<file path="config.mk">
export PLATFORM = sky130hd
export DESIGN_NAME = ripple_count_capture
export DESIGN_NICKNAME = d
export VERILOG_FILES = /design/src/rtl/ripple_count_capture.sv
export SDC_FILE = /design/constraint.sdc
export NUM_CORES = 1
export LEC_CHECK = 0
export BUFFER_PORTS_ARGS = -buffer_cell sky130_fd_sc_hd__buf_2
export CAP_MARGIN = 20
export CORE_AREA = 2 2 71 73
export CTS_CLUSTER_DIAMETER = 40
export DETAILED_ROUTE_END_ITERATION = 8
export DIE_AREA = 0 0 73 75
export PLACE_DENSITY_LB_ADDON = 0.1
export SLEW_MARGIN = 20
export SYNTH_ARGS = -nofsm -noshare
export SYNTH_HDL_FRONTEND = slang
export SYNTH_SLANG_ARGS = --single-unit
</file>
<file path="constraint.sdc">
create_clock -name clk -period 5.8 [get_ports clk]
set_input_delay 1.16 -clock clk [delete_from_list [all_inputs] [get_ports clk]]
set_output_delay 1.16 -clock clk [all_outputs]
set_load 0.01 [all_outputs]
</file>
<file path="src/rtl/ripple_count_capture.sv">
// Brings a free-running ripple count bus into the clk domain and filters out
// settle-time transients. Accepted steps add up into a wide total that a
// valid/ready snapshot port can capture.
module ripple_count_capture #(
  parameter int CNT_W  = 2,
  parameter int ACC_W  = 16,
  parameter int STABLE = 2
) (
  input  logic             clk,
  input  logic             rst,
  input  logic [CNT_W-1:0] cnt_in,
  input  logic             clr,
  input  logic             snap_req,
  input  logic             snap_ready,
  output logic             snap_valid,
  output logic [ACC_W-1:0] snap_data,
  output logic [ACC_W-1:0] acc,
  output logic [CNT_W-1:0] stable_cnt,
  output logic             ovf,
  output logic [7:0]       glitch_cnt
);

  localparam int HOLD_W = $clog2(STABLE + 1);

  typedef enum logic {
    IDLE,
    HOLD
  } snapState_t;

  logic [CNT_W-1:0]  sync1_q, sync2_q;
  logic [CNT_W-1:0]  stable_q, stable_d;
  logic [HOLD_W-1:0] holdCnt_q, holdCnt_d;
  logic [ACC_W-1:0]  acc_q, acc_d;
  logic              ovf_q, ovf_d;
  logic [7:0]        glitch_q, glitch_d;
  snapState_t        state_q, state_d;
  logic              snapValid_q, snapValid_d;
  logic [ACC_W-1:0]  snapData_q, snapData_d;

  logic              sameSample;
  logic              accept;
  logic [CNT_W-1:0]  deltaEff;
  logic [ACC_W:0]    sum;

  // sync2 keeps its value at this edge whenever sync1 already matches it,
  // so holdCnt counts how many edges sync2 has shown the same code.
  always_comb begin
    sameSample = (sync1_q == sync2_q);
    holdCnt_d  = holdCnt_q;
    if (!sameSample) begin
      holdCnt_d = HOLD_W'(1);
    end else if (holdCnt_q < HOLD_W'(STABLE)) begin
      holdCnt_d = holdCnt_q + 1'b1;
    end
    accept   = sameSample && (holdCnt_q >= HOLD_W'(STABLE - 1));
    deltaEff = accept ? (sync2_q - stable_q) : '0;
    stable_d = accept ? sync2_q : stable_q;
  end

  always_comb begin
    sum = {1'b0, acc_q} + (ACC_W + 1)'(deltaEff);
    if (clr) begin
      acc_d = ACC_W'(deltaEff);
      ovf_d = 1'b0;
    end else begin
      acc_d = sum[ACC_W-1:0];
      ovf_d = ovf_q | sum[ACC_W];
    end
  end

  // A code that leaves sync2 while differing from the accepted baseline was
  // never accepted, since acceptance makes it the baseline.
  always_comb begin
    glitch_d = glitch_q;
    if (!sameSample && (sync2_q != stable_q) && (glitch_q != 8'hFF)) begin
      glitch_d = glitch_q + 8'd1;
    end
  end

  always_comb begin
    state_d     = state_q;
    snapValid_d = snapValid_q;
    snapData_d  = snapData_q;
    case (state_q)
      IDLE: begin
        if (snap_req) begin
          snapData_d  = acc_q;
          snapValid_d = 1'b1;
          state_d     = HOLD;
        end
      end
      HOLD: begin
        if (snap_ready) begin
          snapValid_d = 1'b0;
          state_d     = IDLE;
        end
      end
      default: begin
        snapValid_d = 1'b0;
        state_d     = IDLE;
      end
    endcase
  end

  always_ff @(posedge clk or posedge rst) begin
    if (rst) begin
      sync1_q     <= '0;
      sync2_q     <= '0;
      stable_q    <= '0;
      holdCnt_q   <= '0;
      acc_q       <= '0;
      ovf_q       <= 1'b0;
      glitch_q    <= '0;
      state_q     <= IDLE;
      snapValid_q <= 1'b0;
      snapData_q  <= '0;
    end else begin
      sync1_q     <= cnt_in;
      sync2_q     <= sync1_q;
      stable_q    <= stable_d;
      holdCnt_q   <= holdCnt_d;
      acc_q       <= acc_d;
      ovf_q       <= ovf_d;
      glitch_q    <= glitch_d;
      state_q     <= state_d;
      snapValid_q <= snapValid_d;
      snapData_q  <= snapData_d;
    end
  end

  assign snap_valid = snapValid_q;
  assign snap_data  = snapData_q;
  assign acc        = acc_q;
  assign stable_cnt = stable_q;
  assign ovf        = ovf_q;
  assign glitch_cnt = glitch_q;

endmodule

</file>
== Yosys cells after proc, flatten, opt, wreduce, memory -nomap -nowiden ==
Index checks and enable logic that the tools add are counted.
Cells by class
  divide/modulo/power cells: 0
  reduce and logical (&&, ||, !) cells: 6
  mux-type cells: 11
  order comparisons: 2
  shifts and indexed selects: 0
  add/sub/neg operators: 4
  multipliers: 0
  bitwise logic cells: 2
  equal/unequal tests: 6
Operator list (number)
  16-bit by 2-bit adder with 17-bit output: 1
  16-bit two-way mux: 1
  8-bit by 1-bit adder with 8-bit output (second input constant): 1
  8-bit != test (second input constant): 1
  2-bit two-way mux: 3
  1-bit two-way mux: 5
  2-bit != test (second input constant): 2
  1-bit one-hot mux with 2 select lines: 2
  2-bit AND reduction: 2
  1-bit logical AND: 3
  2-bit by 1-bit adder with 2-bit output (second input constant): 1
  2-bit equality test: 1
  2-bit by 1-bit greater-or-equal comparator with 1-bit output (second input constant): 1
  2-bit < comparator (second input constant): 1
  2-bit by 1-bit != test with 1-bit output (second input constant): 1
  2-bit != test: 1
  2-bit subtractor: 1
  1-bit logical NOT: 1
  1-bit inverter: 1
  1-bit OR: 1
Word-level totals
  RAM bits: 0
  memory bits (read-only): 0
  memories: 0
  bits in registers: 51
  bits of input ports: 7
  latch bits: 0
  output and inout port bits: 44

== Longest topological paths before layout ==
  depth after elaboration: 6
  gate-level depth with buffers: 10
  depth with buffers taken out: 10

== Worst setup path after synthesis ==
Ideal clock, no wire load.
  kind: flip-flop to flip-flop
  from: register stable_q[0], in the netlist stable_cnt[0]
  to: register acc_q[12], in the netlist acc[12]
  setup time: 132 ps
  stages on the path, launching flop included: 10
  arrival time: 2502 ps
  setup slack: 3166 ps
  data required time: 5668 ps
  cell sequence: dfrtp_1 -> ha_1 -> nor4_1 -> ha_1 -> inv_1 -> fa_1 -> nand3b_1 -> nor4_1 -> xnor2_1 -> nor2_1
Between the ends
  longest elaborated chain between the ends: 4
Ends and longest elaborated chain
  start: declaration: RTL line 31  | logic [CNT_W-1:0] stable_q, stable_d;
  start signal: assignment: RTL line 120  | stable_q <= stable_d;
  2-bit subtractor: RTL line 56  | deltaEff = accept ? (sync2_q - stable_q) : '0;
  2-bit two-way mux: RTL line 56
  16-bit by 2-bit adder with 17-bit output: RTL line 61  | sum = {1'b0, acc_q} + (ACC_W + 1)'(deltaEff);
  16-bit two-way mux: RTL line 62  | if (clr) begin
  net acc_d[12]: RTL line 33  | logic [ACC_W-1:0] acc_q, acc_d;
  end signal: assignment: RTL line 111  | acc_q <= '0;
  end signal: assignment: RTL line 122  | acc_q <= acc_d;
  end: declaration: RTL line 33
The timed path passes the listed nets, and every way through them passes these cells.
A chain may end at the register's enable or synchronous reset.

== Final worst setup path ==
  from: register sync2_q[0]
  to: register acc_q[14], in the netlist acc[14]
Between the ends
  longest elaborated chain between the ends: 5
  elaborated cells between the ends (all ways): 6
Ends and longest elaborated chain
  start: declaration: RTL line 30  | logic [CNT_W-1:0] sync1_q, sync2_q;
  start signal: assignment: RTL line 119  | sync2_q <= sync1_q;
  parallel branches: the longest is 2 deep, another holds 2-bit subtractor
  2-bit two-way mux *: RTL line 56
  16-bit by 2-bit adder with 17-bit output *: RTL line 61
  16-bit two-way mux *: RTL line 62
  net acc_d[14]: RTL line 33
Mark *: on every way through the listed nets, which the timed path passes.

==> out/results.txt <==
maxcap violations: 0
Post-synth ARST share: 1.00
Die W: 73 µm
Die Ht: 75 µm
Detail Placement HPWL: 2820 µm
final WL: 4070 µm
antenna viol nets, final: 0
largest cells by area after synthesis: dfrtp_1 56%, mux2_2 9.5%, xnor2_1 5.0%
total core area: 4660 µm²
area leader, netlist: dfrtp_1
#FFs+latches synth: 51
reg-to-reg startpoint: sync2_q[0]
Rows: 25
# diodes: 0
DR WL/cell: 13.7 µm
nets@finish: 257
worst skew pair latency: 0.30 ns
largest net degree at the start of global routing: 52
Tmin final: 2.83 ns
final setup vio count: 0
CP required: 5.98 ns
Avg Synthesized Cell Area: 11.9 µm²
Worst Path Arrival: 3.01 ns
count leader, synth: dfrtp_1
clk slew on worst S/H paths: 0.08 ns
TritonCTS Sinks: 51
Syn. warnings: 0
clock tree buffer depth: 2
vias in the first global route: 1454
number of CTS-inserted buffers: 5
leak pwr: 1.32 nW
CTS tree: yes
synthesized cell area: 2260 µm²
# Post-CTS Setup Buffers: 0
fraction of layout cells with a size suffix above 1: 0.336
Worst Max-Slew Pin Slew: 0.864 ns
VDD IR max: 0.218 mV
max_slew headroom: 0.423
sequential share of the synthesized area: 0.564
dpl ws: 2.98 ns
CP endpoint kind: register
fmax: 354 MHz
CP Launch Point: sync2_q[0]
Mapped Cells: 190
hold-fix buffers at CTS: 0
IO buf count: 50
DRC: 0
Initial Utilization: 0.485
Layout area overhead: 17.6%
Primary FF master, synth: dfrtp_1
CP Launch Type: register
synth unique cells: 36
Cell Pwr Density: 320 nW/µm²
Placer Congestion: 0.735
die area: 5480 µm²
Iteration-0 DRC Markers: 111
gr usage total: 0.160
hold_sp: sync1_q[1]
root buf cell: clkbuf_8
CP Cell Sequence: inv_1, ha_1, nor4_1, ha_1, inv_1, fa_1, nand3b_1, nor4_1, xnor2_1, nor2_1
Post-synth EDFFs: 0
status: finished clean
Mapped Nets: 203
unrepaired setup endpoints after global routing: no
Synth top area share: 0.564
DRT Pass-1 Iters: 4
Setup WS post-layout: 2.97 ns
Final Hold Viols: 0
post-route setup TNS: 0 ns
first-pass GRT wire length: 6710 µm
hold crit path type: reg -> reg
initial antenna violation count: 0
Worst Setup Path Type: reg -> reg
I/O pin count: 51
Setup Skew: 0.00658 ns
Critical Path Fanout Max: 8
Critical Path Max Stage Delay: 0.39 ns
H-tree levels: 2
Final Cycle Share: 0.487
routed via count: 1589
post-cts gate resize count: 0
routed vias/inst: 5.33
Pins Over Slew Limit: 0
Post-synth top cells: 51 x dfrtp_1, 20 x nor2_1, 19 x mux2_2
Crit-path slowest cell: dfrtp_1
grt total ovfl: 0
-- routing by layer --
metal  part of all wire  GRT usage
met1               0.44      0.201
met2               0.50      0.263
met3              0.041     0.0442
met4              0.015     0.0638
met5                  0          0
-- path summary, 6_finish.rpt --
path | end | slack, ns | cells after the start
worst min register to register | sync2_q[1] | 0.40 | 0
worst max register to register | acc[14] | 2.97 | 10
min in group asynchronous | acc[6] | 1.00 | 2
worst max-delay path | acc[14] | 2.97 | 10
max in group asynchronous | acc[15] | 4.28 | 2
worst min-delay path | sync2_q[1] | 0.40 | 0
-- cell usage in the layout, fill, tap and decap left out, drive strengths merged, types with 6 or more instances in the layout --
cell type  count
buf           51
xor2           7
nand2         10
a21oi          7
dfrtp         51
inv            9
clkbuf         6
nor2          20
mux2          21
xnor2         13
-- logic make-up (layout without fill, tap and decap cells) --
family                   after synthesis  after routing  share of synthesized area
AO/OA/AOI/OAI                         16             16                     0.0465
XOR/XNOR                              20             20                     0.0775
multiplexers                          22             22                      0.109
buffers and inverters                 14             68                     0.0238
adder cells (fa/ha/maj)                6              6                     0.0365
flip-flops                            51             51                      0.564
AND/OR/NAND/NOR                       61             61                      0.142
-- final cells by class --
| cell class | count | area, µm² |
|---|---|---|
| repair buffers | 51 | 258 |
| flip-flops and latches | 51 | 1280 |
| clock inverters | 1 | 5.00 |
| fillers | 426 | 2000 |
| inverters | 10 | 38.8 |
| well taps | 54 | 67.6 |
| multi-input cells | 125 | 931 |
| clock buffers | 6 | 82.6 |
-- metrics by stage --
step                      instance area (µm²)   util  hold WS (ns)  cells  total power [mW]
after global routing                     2660  0.570         0.419    298             0.910
final                                    2660  0.570         0.396    298             0.852
after detailed placement                 2570  0.551         0.389    291             0.659
after CTS                                2660  0.570         0.400    298             0.866
after global placement                   2570  0.551         0.378    291             0.654
after floorplan                          2260      -         0.372    190             0.584
-- critical path: cells and delay by family (launching register included) --
kind	cells	cell delay, ns
AND/OR/NAND/NOR	4	1.14
adder cells (fa/ha/maj)	3	0.92
flip-flops	1	0.39
XOR/XNOR	1	0.16
buffers and inverters	2	0.10
-- power by group --
group | internal [mW] | switching [mW]
Combinational | 0.0929 | 0.105
Clock | 0.0938 | 0.110
Sequential | 0.403 | 0.0477
Total | 0.589 | 0.263
-- sequential cells by signal (all words and copies together) (netlist names) --
name and count:
acc 16, glitch_cnt 8, holdCnt_q 2, ovf 1
snap_data 16, snap_valid 1, stable_cnt 2, state_q 1
sync1_q 2, sync2_q 2
(Power assumes the default switching activity.)
